<file path="src/rtl/veda_wb_queue.sv">
// veda_wb_queue: in-order pending-write queue that drains into the register file write port
// and offers youngest-match hazard lookup for two read indices.
module veda_wb_queue #(
    parameter int DEPTH  = 4,
    parameter int DATA_W = 32,
    parameter int ADDR_W = 5,
    localparam int PW = $clog2(DEPTH),
    localparam int LW = $clog2(DEPTH) + 1
) (
    input  logic              clk,
    input  logic              rst_n,
    input  logic              in_valid,
    output logic              in_ready,
    input  logic [ADDR_W-1:0] in_reg,
    input  logic              in_itype,
    input  logic [DATA_W-1:0] in_data,
    input  logic              wb_hold,
    input  logic              flush,
    output logic              rf_write_enable,
    output logic              rf_instruction_check,
    output logic [ADDR_W-1:0] rf_rt,
    output logic [ADDR_W-1:0] rf_rd,
    output logic [DATA_W-1:0] rf_WriteData,
    input  logic [ADDR_W-1:0] q_rs,
    input  logic [ADDR_W-1:0] q_rt,
    output logic              q_rs_hit,
    output logic              q_rt_hit,
    output logic [DATA_W-1:0] q_rs_data,
    output logic [DATA_W-1:0] q_rt_data,
    output logic [LW-1:0]     level
);
    logic [ADDR_W-1:0] reg_q   [DEPTH];
    logic              itype_q [DEPTH];
    logic [DATA_W-1:0] data_q  [DEPTH];
    logic [PW-1:0]     wr_ptr, rd_ptr, idx;
    logic              push, pop;

    assign in_ready = level < LW'(DEPTH);
    // Writes to register 0 complete the handshake but are dropped here.
    assign push = in_valid && in_ready && !flush && (in_reg != '0);
    assign pop  = rst_n && (level != '0) && !wb_hold && !flush;

    assign rf_write_enable      = pop;
    assign rf_instruction_check = pop && itype_q[rd_ptr];
    assign rf_rt                = (pop && itype_q[rd_ptr])  ? reg_q[rd_ptr] : '0;
    assign rf_rd                = (pop && !itype_q[rd_ptr]) ? reg_q[rd_ptr] : '0;
    assign rf_WriteData         = pop ? data_q[rd_ptr] : '0;

    always_ff @(posedge clk) begin
        if (!rst_n) begin
            wr_ptr <= '0;
            rd_ptr <= '0;
            level  <= '0;
        end else if (flush) begin
            wr_ptr <= '0;
            rd_ptr <= '0;
            level  <= '0;
        end else begin
            if (push) wr_ptr <= wr_ptr + 1'b1;
            if (pop) rd_ptr <= rd_ptr + 1'b1;
            level <= level + LW'(push) - LW'(pop);
        end
    end

    always_ff @(posedge clk) begin
        if (push) begin
            reg_q[wr_ptr]   <= in_reg;
            itype_q[wr_ptr] <= in_itype;
            data_q[wr_ptr]  <= in_data;
        end
    end

    // Scan oldest to youngest so the last match (youngest) wins.
    always_comb begin
        q_rs_hit  = 1'b0;
        q_rt_hit  = 1'b0;
        q_rs_data = '0;
        q_rt_data = '0;
        idx       = '0;
        for (int i = 0; i < DEPTH; i++) begin
            idx = rd_ptr + PW'(i);
            if (LW'(i) < level && q_rs != '0 && reg_q[idx] == q_rs) begin
                q_rs_hit  = 1'b1;
                q_rs_data = data_q[idx];
            end
            if (LW'(i) < level && q_rt != '0 && reg_q[idx] == q_rt) begin
                q_rt_hit  = 1'b1;
                q_rt_data = data_q[idx];
            end
        end
    end
endmodule

</file>
<file path="config.mk">
export PLATFORM = sky130hd
export DESIGN_NAME = veda_wb_queue
export DESIGN_NICKNAME = d
export VERILOG_FILES = /design/src/rtl/veda_wb_queue.sv
export SDC_FILE = /design/constraint.sdc
export NUM_CORES = 1
export LEC_CHECK = 0
export CAP_MARGIN = 20
export CORE_ASPECT_RATIO = 0.7
export CORE_MARGIN = 2
export CORE_UTILIZATION = 35
export DETAILED_ROUTE_END_ITERATION = 8
export SLEW_MARGIN = 15
export SYNTH_ARGS = -nofsm -noshare
export SYNTH_HDL_FRONTEND = slang
export SYNTH_SLANG_ARGS = --single-unit
</file>
<file path="constraint.sdc">
create_clock -name clk -period 3.6 [get_ports clk]
set_input_delay 0.9 -clock clk [delete_from_list [all_inputs] [get_ports clk]]
set_output_delay 0.9 -clock clk [all_outputs]
set_load 0.01 [all_outputs]
</file>
; ---- Word level (Yosys, flattened, before mapping)
; Memory sizes are Yosys's and may differ from the RTL's. A register that Yosys moved wholly into a read port is not among the register bits.
; Index checks and enable logic that the tools add are counted.
[classes]
n_addsub = 6
n_bitwise = 1
n_eq_ne = 8
n_mux = 27
n_lt_le_gt_ge = 5
reduce_logical = 32
[op_table]
columns = operator, n
row1 = 2-to-1 mux 32 bit, 9
row2 = == test 5 bit, 8
row3 = logical AND 1 bit, 24
row4 = nonzero test 5 bit, 3
row5 = 2-to-1 mux 2 bit, 6
row6 = 2-to-1 mux 1 bit, 10
row7 = 2-to-1 mux 5 bit, 2
row8 = "< comparator 1 x 3 -> 1 bit, first input constant", 2
row9 = "< comparator 2 x 3 -> 1 bit, first input constant", 2
row10 = "adder 2 x 1 -> 2 bit, second input constant", 2
row11 = "adder 2 bit, second input constant", 2
row12 = adder 3 x 1 -> 3 bit, 1
row13 = logical NOT 1 bit, 3
row14 = "< comparator 3 bit, second input constant", 1
row15 = nonzero test 3 bit, 1
row16 = subtractor 3 x 1 -> 3 bit, 1
row17 = OR reduction 2 bit, 1
row18 = inverter 1 bit, 1
[totals]
input_bits = 53
word_cells = 85
ff_bits = 7
ramBits = 152
n_memories = 3
[mem_list]
columns = memory, words, word_bits, rd, rd_clocked_by_memory_dff, wr, line
row1 = data_q, 4, 32, 4, 1, 1, 34  ; logic [DATA_W-1:0] data_q [DEPTH];
row2 = reg_q, 4, 5, 4, 1, 1, 32  ; logic [ADDR_W-1:0] reg_q [DEPTH];
row3 = itype_q, 4, 1, 1, 1, 1, 33  ; logic itype_q [DEPTH];

; ---- Longest topological paths before layout
[depth]
word_depth = 7
depth_mapped = 11

; ---- Worst setup path before layout
; OpenSTA, ideal clock, no wires.
[synth_path]
path_type = input to output
from = input port q_rs[0]
to = output port q_rs_data[10]
cell_stages = 9
t_required_ns = 2.700
arrival_time_ns = 2.715
setup_slack_ns = -0.015
n_path_buf = 3
path_cell_list = clkbuf_1 > nor3_1 > a211oi_2 > o2111ai_2 > or2_1 > buf_2 > buf_4 > a31oi_1 > a211oi_1
[synth_via]
elab_chain_cells = 7
word_cells_on_any_way = 17
classes_between = eq/ne (4) / mux (4) / reduce/logical (9)
[synth_rtl]
columns = item, line
row1 = "start, declared", 24  ; input logic [ADDR_W-1:0] q_rs,
row2 = nonzero test 5 bit, 82  ; if (LW'(i) < level && q_rs != '0 && reg_q[idx] == q_rs) begin
row3 = logical AND 1 bit (2 in series), 82
row4 = 2-to-1 mux 32 bit (3 in series), 82
row5 = 2-to-1 mux 32 bit *, 82
row6 = "end, declared", 28  ; output logic [DATA_W-1:0] q_rs_data,
; Every way passes the cells marked *; elsewhere a longest branch is shown, timed or not.

; ---- Worst setup path in the final report
[layout_path]
from = input port q_rt[2]
to = output port q_rt_data[3]
[layout_via]
elab_chain_cells = 7
word_cells_on_any_way = 17
classes_between = eq/ne (4) / mux (4) / reduce/logical (9)
[layout_rtl]
columns = item, line
row1 = "start, declared", 25  ; input logic [ADDR_W-1:0] q_rt,
row2 = nonzero test 5 bit, 86  ; if (LW'(i) < level && q_rt != '0 && reg_q[idx] == q_rt) begin
row3 = logical AND 1 bit (2 in series), 86
row4 = 2-to-1 mux 32 bit (3 in series), 86
row5 = 2-to-1 mux 32 bit *, 86
row6 = "end, declared", 29  ; output logic [DATA_W-1:0] q_rt_data,
; Marked as above.

==> results.txt <==
Slew Limit Fails: 0
synthesized area: 11600 µm²
gr ovfl total: 0
Top Layer Used: met4
first drt pass iteration count: 5
pre-CTS WS: -1.09 ns
final worst-path cycle share: 113%
CP Buf/Inv Count: 6
Root Buffer: clkbuf_16
DRT iter0 DRCs: 1363
relative slew slack: 44.4%
CTS Hold Buffers Added: 0
register area: 4760 µm²
PnR worst setup slack: -0.466 ns
clk buf depth: 2
Max FO, Critical Path: 8
Placer Congestion: 0.901
PwrDens: 239 nW/µm²
Buffers on Ports: 166
crit-path max cell delay: 0.57 ns
failing checks: negative setup slack
Worst-path clk slew: 0.07 ns
Worst Hold Class: register to register
CP startpoint kind: input port
final antenna-violating net count: 0
Post-synth EDFFs: 152
Die Ht: 156 µm
Worst EP required: 2.70 ns
final clock skew: 0.00884 ns
Die ar.: 34500 µm²
Hold Fails Final Rpt: 0
Clock Latency Late Sink: 0.44 ns
Num CTS Buffers: 17
vias in the first global route: 10900
CTS tree: done
Core ar.: 32400 µm²
I/O Pins: 167
async set-reset flop share out of synthesis: 0%
layout cells sized above 1: 47.7%
DRC viols: 0
Layout Nets: 1460
setup TNS: -24.75 ns
Synth warnings: 0
gate family responsible for the most delay along the worst path: buffers and inverters
initial antenna violation count: 3
multi-input logic area: 8060 µm²
Avg Inst Size Synth: 10.8 µm²
Total Power: 0.00441 W
top_reg_cell synth: edfxtp_1
Setup crit end kind: output pin
H-tree levels: 4
met3 WL: 4380 µm
drt total wl: 46700 µm
CTS Sinks: 161
FF-to-FF path depth: 13
commonest non-fill, non-tap cell in the layout: edfxtp_1
Yosys cell types: 46
Layout Area Growth over Synthesis: 59.9%
post-DP HPWL: 26700 µm
GRT Overall Usage: 25.5%
Min-Delay Path Depth: 2
slowest CP cell: clkdlybuf4s50_1
M1 WL: 19100 µm
Initial Util: 35.7%
CP Class: input port to output pin
VDD IR-drop max: 0.300 mV
chip width: 221 µm
status: complete, but fails checks
first-pass GRT wire length: 66800 µm
Final Critical Period: 4.07 ns
RSZ-0062 raised after global routing: yes
WL met2: 21700 µm
CP Cell Sequence: clkdlybuf4s50_1, buf_4, xnor2_1, nand4_1, or2_4, o211ai_1, buf_4, buf_12, buf_12, o221ai_4, buf_6
Worst Tran Pin Value: 0.834 ns
largest net degree at the start of global routing: 107
drt wl/cell: 25.4 µm
Worst EP arrival: 3.17 ns
Final setup viols: 66
Leak Pwr: 6.45 nW
Syn Nets: 1136
Seq cells post-synth: 161
fmax: 246 MHz
most frequent cells in the layout: 152 x edfxtp_1, 130 x mux2i_1, 121 x buf_4
sequential area share after synthesis: 41.1%
via count: 11100
Filler cells: 2510
via/cell ratio: 6.04
critical path depth in cells: 11
num rows: 55
max cap viols: 0
Cells after Synth: 1074
## logic make-up (layout without fill, tap and decap cells)
| kind of cell | count (synthesis) | in the layout | synth area share [%] |
|---|---|---|---|
| compound gates | 200 | 200 | 11.4 |
| simple gates | 327 | 327 | 13.6 |
| mux | 217 | 217 | 24.9 |
| other cells | 0 | 3 | 0 |
| fa+ha+maj | 9 | 9 | 1.04 |
| buf+inv | 118 | 455 | 4.83 |
| xor+xnor | 42 | 42 | 3.18 |
| flops | 161 | 161 | 41.1 |
## synth_stat cells, types with 2 or more instances
library cell    n  area (µm²)
ha_1            8         100
clkbuf_1       54         203
buf_6           9         101
mux2i_1       131        1310
o21ai_0        33         165
or2_1           5        31.3
a31oi_1        40         250
a211oi_2        3        37.5
nand2b_1        3        18.8
mux2_2         33         372
nor2_1         96         360
o221ai_1       21         184
buf_4           3        22.5
and3_1         33         206
and2_1         38         238
nand4_1         6        37.5
buf_1          12        45.0
mux4_2         53        1190
edfxtp_1      152        4560
o211ai_1        2        15.0
nand3_1         6        30.0
xnor2_1        41         359
buf_2          29         145
a211oi_1       28         210
inv_1          11        41.3
a311oi_1        3        26.3
nand2_1        64         240
nor3_1         66         330
a21oi_1        53         265
nor2b_1         4        25.0
dfxtp_1         9         180
a221oi_1       11        96.3
## stage by stage
step           util (%)  cell area [µm²]  hold WS (ns)  instances
6_report           57.0            18500         0.580       1841
5_1_grt            57.0            18500         0.650       1840
4_1_cts            53.5            17300         0.561       1808
3_5_place_dp       45.2            14600         0.549       1697
3_3_place_gp       45.2            14600         0.547       1697
2_1_floorplan         -            11600         0.514       1074
## report_power, final
part / total (W) / leakage, nW / switching, W / internal (W)
Sequential: 0.00209 / 1.46 / 0.0000184 / 0.00208
Combinational: 0.000398 / 4.70 / 0.000206 / 0.000193
Clock: 0.00192 / 0.294 / 0.000762 / 0.00116
Total: 0.00441 / 6.45 / 0.000986 / 0.00343
## worst min-delay path, cell delays in order, from the launching register on
cell and delay (ns):
dfxtp_1 0.38, mux2i_1 0.09, nor2_1 0.08
## layout make-up
class / count / area share, %
inverters: 11 / 0.223
clock inverters: 14 / 1.02
flip-flops and latches: 161 / 25.7
well taps: 427 / 2.89
repair buffers: 412 / 24.1
multi-input cells: 795 / 43.6
clock buffers: 18 / 2.32
diodes: 3 / 0.0406
## worst paths after layout
check	slack [ns]	to	startpoint
hold reg to reg	0.58	wr_ptr[1]$_SDFFE_PP0P_	wr_ptr[1]$_SDFFE_PP0P_
setup / recovery	-0.47	q_rt_data[3]	q_rt[2]
hold / removal	0.58	wr_ptr[1]$_SDFFE_PP0P_	wr_ptr[1]$_SDFFE_PP0P_
setup reg to reg	0.88	level[2]$_SDFF_PP0_	level[1]$_SDFF_PP0_
## sequential cells by signal, indices dropped and copies added (netlist names), named ones only
register  flops
wr_ptr        2
data_q      128
itype_q       4
rd_ptr        2
level         3
reg_q        20
## routing by layer
metal,vias to the layer above,GRT usage (%)
met2,649,39.9
met5,-,0
li1,4776,-
met1,5591,34.0
met4,0,10.4
met3,107,6.42
## repair_timing
action / CTS / global route
pin swaps: 73 / 83
setup endpoints to repair: 109 / 90
cloned: 11 / 6
setup buffers: 81 / 30
resized for setup: 596 / 170
No activity file was read; power rests on OpenSTA's default activity.
